<file path="config.mk">
export PLATFORM = sky130hd
export DESIGN_NAME = io_switch_ctrl
export DESIGN_NICKNAME = d
export VERILOG_FILES = /design/src/rtl/io_switch_ctrl.sv
export SDC_FILE = /design/constraint.sdc
export NUM_CORES = 1
export LEC_CHECK = 0
export CAP_MARGIN = 40
export CORE_AREA = 2 2 151 153
export DETAILED_ROUTE_END_ITERATION = 8
export DIE_AREA = 0 0 153 155
export DONT_BUFFER_PORTS = 1
export GPL_TIMING_DRIVEN = 0
export RECOVER_POWER = 100
export SKIP_LAST_GASP = 1
export SYNTH_ARGS = -nofsm -noshare
export SYNTH_HDL_FRONTEND = slang
export SYNTH_SLANG_ARGS = --single-unit
export TNS_END_PERCENT = 100
</file>
<file path="constraint.sdc">
create_clock -name clk_i -period 3.06 [get_ports clk_i]
set_input_delay 0.918 -clock clk_i [delete_from_list [all_inputs] [get_ports clk_i]]
set_output_delay 0.918 -clock clk_i [all_outputs]
set_load 0.01 [all_outputs]
</file>
<file path="src/rtl/io_switch_ctrl.sv">
// Purpose : hands a shared set of north/east/west pads to one of N_MACROS user macros, with a break-before-make guard on every switch.
// Latency : pad outputs follow the owning macro combinationally (one registered cycle with IO_SWITCH_OUT_REG_EN); select changes take effect after the guard.
// Backpr. : none; cfg_valid_i is a fire-and-forget strobe, and the last request seen during a guard wins.
//
// Optional feature macro: IO_SWITCH_OUT_REG_EN (registers every io_* output).
//
// Ports:
//   clk_i, rst_ni                       clock, asynchronous active-low reset
//   cfg_valid_i, cfg_sel_i              switch request; cfg_sel_i >= N_MACROS parks the pads
//   north_*_i / east_*_i / west_*_i     per-macro pad drive, macro k in slice k
//   io_north_* / io_east_* / io_west_*  pad drive of the current owner, 0 when no owner
//   active_o, sel_o, busy_o             owner present, owner index, guard in progress
module io_switch_ctrl #(
    parameter int N_MACROS     = 4,
    parameter int N_NORTH      = 10,
    parameter int N_EW         = 14,
    parameter int GUARD_CYCLES = 4,
    localparam int SEL_W       = $clog2(N_MACROS)
) (
    input  logic                      clk_i,
    input  logic                      rst_ni,
    input  logic                      cfg_valid_i,
    input  logic [SEL_W:0]            cfg_sel_i,
    input  logic [N_MACROS*N_NORTH-1:0] north_o_i,
    input  logic [N_MACROS*N_NORTH-1:0] north_oe_i,
    input  logic [N_MACROS*N_EW-1:0]  east_o_i,
    input  logic [N_MACROS*N_EW-1:0]  east_oe_i,
    input  logic [N_MACROS*N_EW-1:0]  west_o_i,
    input  logic [N_MACROS*N_EW-1:0]  west_oe_i,
    output logic [N_NORTH-1:0]        io_north_o,
    output logic [N_NORTH-1:0]        io_north_oe,
    output logic [N_EW-1:0]           io_east_o,
    output logic [N_EW-1:0]           io_east_oe,
    output logic [N_EW-1:0]           io_west_o,
    output logic [N_EW-1:0]           io_west_oe,
    output logic                      active_o,
    output logic [SEL_W-1:0]          sel_o,
    output logic                      busy_o
);

    localparam logic [1:0] ST_IDLE   = 2'd0;
    localparam logic [1:0] ST_ACTIVE = 2'd1;
    localparam logic [1:0] ST_GUARD  = 2'd2;

    localparam logic [7:0]     GUARD_LOAD = 8'(GUARD_CYCLES);
    localparam logic [SEL_W:0] NUM_SEL    = (SEL_W+1)'(N_MACROS);
    // All-ones is always >= N_MACROS because N_MACROS <= 2**SEL_W.
    localparam logic [SEL_W:0] PARK_SEL   = '1;

    logic [1:0]     state_q, state_d;
    logic [7:0]     cnt_q, cnt_d;
    logic [SEL_W:0] owner_q, owner_d;
    logic [SEL_W:0] pend_q, pend_d;
    logic [SEL_W:0] pend_eff;

    // A request arriving on the final guard cycle still counts: last request wins.
    assign pend_eff = cfg_valid_i ? cfg_sel_i : pend_q;

    always_comb begin
        state_d = state_q;
        cnt_d   = cnt_q;
        owner_d = owner_q;
        pend_d  = pend_q;
        case (state_q)
            ST_IDLE: begin
                if (cfg_valid_i && (cfg_sel_i < NUM_SEL)) begin
                    owner_d = cfg_sel_i;
                    state_d = ST_ACTIVE;
                end
            end
            ST_ACTIVE: begin
                // Re-selecting the current owner is a no-op; anything else,
                // park included, goes through the guard.
                if (cfg_valid_i && (cfg_sel_i != owner_q)) begin
                    pend_d  = cfg_sel_i;
                    cnt_d   = GUARD_LOAD;
                    state_d = ST_GUARD;
                end
            end
            ST_GUARD: begin
                pend_d = pend_eff;
                if (cnt_q == 8'd1) begin
                    cnt_d  = 8'd0;
                    pend_d = PARK_SEL;
                    if (pend_eff < NUM_SEL) begin
                        owner_d = pend_eff;
                        state_d = ST_ACTIVE;
                    end else begin
                        owner_d = '0;
                        state_d = ST_IDLE;
                    end
                end else begin
                    cnt_d = cnt_q - 8'd1;
                end
            end
            default: begin
                state_d = ST_IDLE;
                cnt_d   = 8'd0;
                owner_d = '0;
                pend_d  = PARK_SEL;
            end
        endcase
    end

    always_ff @(posedge clk_i or negedge rst_ni) begin
        if (!rst_ni) begin
            state_q <= ST_IDLE;
            cnt_q   <= 8'd0;
            owner_q <= '0;
            pend_q  <= PARK_SEL;
        end else begin
            state_q <= state_d;
            cnt_q   <= cnt_d;
            owner_q <= owner_d;
            pend_q  <= pend_d;
        end
    end

    assign active_o = (state_q == ST_ACTIVE);
    assign busy_o   = (state_q == ST_GUARD);
    assign sel_o    = active_o ? owner_q[SEL_W-1:0] : '0;

    // Owner slice select; everything stays 0 outside ACTIVE.
    logic [N_NORTH-1:0] north_o_mux, north_oe_mux;
    logic [N_EW-1:0]    east_o_mux, east_oe_mux, west_o_mux, west_oe_mux;

    always_comb begin
        north_o_mux  = '0;
        north_oe_mux = '0;
        east_o_mux   = '0;
        east_oe_mux  = '0;
        west_o_mux   = '0;
        west_oe_mux  = '0;
        for (int k = 0; k < N_MACROS; k++) begin
            if (active_o && (owner_q == (SEL_W+1)'(k))) begin
                north_o_mux  = north_o_i[k*N_NORTH +: N_NORTH];
                north_oe_mux = north_oe_i[k*N_NORTH +: N_NORTH];
                east_o_mux   = east_o_i[k*N_EW +: N_EW];
                east_oe_mux  = east_oe_i[k*N_EW +: N_EW];
                west_o_mux   = west_o_i[k*N_EW +: N_EW];
                west_oe_mux  = west_oe_i[k*N_EW +: N_EW];
            end
        end
    end

`ifdef IO_SWITCH_OUT_REG_EN
    // Load only while staying ACTIVE, so the registered pads are already 0
    // on the first GUARD/IDLE cycle and on the first ACTIVE cycle.
    logic hold_active;
    assign hold_active = active_o && (state_d == ST_ACTIVE);

    always_ff @(posedge clk_i or negedge rst_ni) begin
        if (!rst_ni) begin
            io_north_o  <= '0;
            io_north_oe <= '0;
            io_east_o   <= '0;
            io_east_oe  <= '0;
            io_west_o   <= '0;
            io_west_oe  <= '0;
        end else if (hold_active) begin
            io_north_o  <= north_o_mux;
            io_north_oe <= north_oe_mux;
            io_east_o   <= east_o_mux;
            io_east_oe  <= east_oe_mux;
            io_west_o   <= west_o_mux;
            io_west_oe  <= west_oe_mux;
        end else begin
            io_north_o  <= '0;
            io_north_oe <= '0;
            io_east_o   <= '0;
            io_east_oe  <= '0;
            io_west_o   <= '0;
            io_west_oe  <= '0;
        end
    end
`else
    assign io_north_o  = north_o_mux;
    assign io_north_oe = north_oe_mux;
    assign io_east_o   = east_o_mux;
    assign io_east_oe  = east_oe_mux;
    assign io_west_o   = west_o_mux;
    assign io_west_oe  = west_oe_mux;
`endif

endmodule

</file>
==> metrics.cfg <==
[route]
antenna_left=0
routed_wl_um=18500
first_iter_violations=617
drc=0
via_count=3961
wl_per_cell_um=26.5
avgViaCountPerCell=5.66
drt_first_pass_iters=7

[critical_path]
worstSetupPathType=reg2out
reg2reg_depth=9
r2r_start=state_q[1]$_DFFE_PN0P_
r2r_slack_ps=890
reg2reg_to=cnt_q[2]$_DFFE_PN0P_
crit_arrival_ps=2160
cp-end-kind=output port
crit_chain=inv_2 -> ha_4 -> buf_8 -> nand2_8 -> nor3_4 -> buf_12 -> buf_6 -> a222oi_1 -> a21oi_2
start_kind=register
path_depth=9
slowest_delay_ps=550
crit_required_ps=2140
critPathBufInv=4
worst_path_max_delay_cell=a222oi_1
critPathTopFamily=compound AO/OA/AOI/OAI gates
path_max_fanout=7

[min_path]
hp-class=in2async

[logic_synthesis]
synthArstFlopShare=1.00
synth.area.top_cells=a222oi_1, a22oi_1, dfrtp_1, a21oi_1, nor2_1
synth_cell_types=45
synthesis.area_mm2=0.00271
syn_avg_cell_area_um2=6.94
synth_top_area_share=0.185
synth-edff-count=0
yosys_warnings=0
synth_largest_area_cell=a222oi_1
seq_area_frac_synth=0.149
synthCells=391
ys_ff_latch=16
synth-main-ff-cell=dfrtp_1
syn_nets=707

[run_status]
outcome=finished with violations
violations=negative setup slack

[clock_network]
clk_pin_slew_ps=50
clock-sinks=16
clkLatencyLatePin_ps=250
cts-root-buf=clkbuf_16
cts_tree=done
cts_buffer_depth=2
cts_buffers=3
h-tree-depth=1

[place]
gp_congestion=0.922
dp_slack_ps=-737
dp_hpwl_um=15000
port_buffers=0

[power_and_ir_drop]
power_leakage_nw=1.39
finalPower_mw=0.529
p_per_area_mw_per_mm2=135
irDropWorstVdd_mv=0.233

[final_layout]
drive_gt1_frac=0.330
layout.nets=732
num_antenna_cells=0
area_growth_pct=44.7

[die]
pin_count=390
initial_utilization=0.122
core_area_mm2=0.0222
die_area_mm2=0.0237
num_rows=55
dieHeight_um=155
die_w_um=153

[sta]
hold_viol=0
clock_skew_ps=2.24
tightest_slew_ps=658
fin_ws_ps=-18.6
rsz0062_at_grt=yes
slew-limit-headroom=0.562
max_freq_ghz=0.325
min_period_over_period=1.01
period_needed_ps=3080
slew_violations=0
setup_viol=6

[global_routing]
antenna_found_initial=7
grt_overflow=0
grt_pass1_vias=3322
grt_max_degree=17
grt_use_total=0.136
grt_first_pass_wirelength_um=23900

[run]
max_cap_viol_count=0

-- report_power, final --
group | internal, mW | switching [mW] | leakage, nW
registers | 0.219 | 0.00183 | 0.174
clock network | 0.199 | 0.0871 | 0.0442
logic | 0.0114 | 0.0109 | 1.17
total | 0.429 | 0.0997 | 1.39
-- kinds of logic (layout without fill, tap and decap cells) --
family          after synthesis  count (layout)  synth area share
fa+ha+maj                     6               6            0.0277
simple gates                115             115             0.186
mux                           6               6            0.0235
compound gates              193             193             0.528
buf+inv                      52              76            0.0756
xor+xnor                      3               3           0.00969
flops                        16              16             0.149
-- final cells by class --
cell class / count / area (um2)
tap: 285 / 357
fill: 2503 / 18300
clock buffer: 4 / 88.8
buffer: 40 / 307
inverter: 11 / 41.3
sequential: 16 / 407
timing repair buffer: 21 / 267
multi-input combinational: 323 / 2460
-- how the worst max path moves through the flow --
stage	from	endpoint	slack (ps)
2_1_floorplan	state_q[1]$_DFFE_PN0P_	io_east_o[0]	240
6_report	state_q[1]$_DFFE_PN0P_	io_east_o[2]	-20
3_5_place_dp	state_q[1]$_DFFE_PN0P_	io_west_oe[0]	-740
4_1_cts	state_q[1]$_DFFE_PN0P_	io_west_oe[0]	-130
5_1_grt	state_q[1]$_DFFE_PN0P_	io_west_oe[7]	-120
3_3_place_gp	state_q[1]$_DFFE_PN0P_	io_west_oe[0]	-1170
-- layer usage --
metal	track usage	up-vias	share of wire
met2	0.202	383	0.45
met5	0	-	0.0036
met1	0.180	1902	0.37
li1	-	1628	-
met3	0.0674	36	0.16
met4	0.0234	12	0.018
-- repair_timing --
action / CTS / global route
endpoints found under the setup margin: 76 / 69
gates resized for setup: 98 / 75
gates cloned: 4 / 1
pin swaps: 36 / 29
hold buffers: 0 / 0
buffers inserted: 11 / 3
-- state kept, by name, indices dropped and copies added, names as in the netlist --
register  flops
state_q       2
pend_q        3
owner_q       3
cnt_q         8
-- placed cells by master, fill, tap and decap left out, types with 3 or more instances in the layout --
| cell | instances |
|---|---|
| buf_6 | 11 |
| mux2_1 | 3 |
| o31ai_1 | 4 |
| nand2_1 | 34 |
| a22oi_1 | 44 |
| clkbuf_4 | 5 |
| clkbuf_16 | 4 |
| buf_4 | 12 |
| a21oi_1 | 11 |
| clkbuf_1 | 5 |
| nor2_4 | 6 |
| dfstp_2 | 3 |
| buf_8 | 6 |
| ha_1 | 5 |
| dfrtp_1 | 11 |
| nand3_1 | 5 |
| clkbuf_2 | 13 |
| mux2i_1 | 3 |
| buf_12 | 4 |
| a222oi_1 | 50 |
| a21oi_4 | 6 |
| a21oi_2 | 36 |
| inv_1 | 10 |
| xnor2_1 | 3 |
| nor2_1 | 49 |
| a211oi_1 | 4 |
| a22oi_2 | 8 |
| buf_2 | 3 |
| o21ai_0 | 14 |
-- metrics by stage --
| step | hold WS, ps | area (um2) | util | instances | TNS (ps) |
|---|---|---|---|---|---|
| 2_1_floorplan | 475 | 2710 | - | 391 | 0 |
| 3_3_place_gp | 495 | 3070 | 0.138 | 676 | -46870 |
| 3_5_place_dp | 497 | 3120 | 0.140 | 680 | -40140 |
| 4_1_cts | 356 | 3650 | 0.164 | 697 | -1510 |
| 5_1_grt | 352 | 3930 | 0.177 | 700 | -2010 |
| 6_report | 359 | 3930 | 0.177 | 700 | -68.1 |
-- synthesized netlist by cell type, types with 2 or more instances --
library cell / instances
nor2_1: 55
a21oi_1: 53
a22oi_1: 52
a222oi_1: 50
nand2_1: 37
clkbuf_1: 31
o21ai_0: 14
dfrtp_1: 13
inv_1: 11
buf_2: 8
ha_1: 6
nand3_1: 5
a211oi_1: 4
o31ai_1: 4
dfstp_2: 3
mux2_1: 3
mux2i_1: 3
nand2b_1: 3
xnor2_1: 3
a21boi_0: 2
a221oi_1: 2
and2_1: 2
buf_1: 2
nor2b_1: 2
nor3_1: 2
o22ai_1: 2
Note: power is estimated with default switching activity, not from simulation.
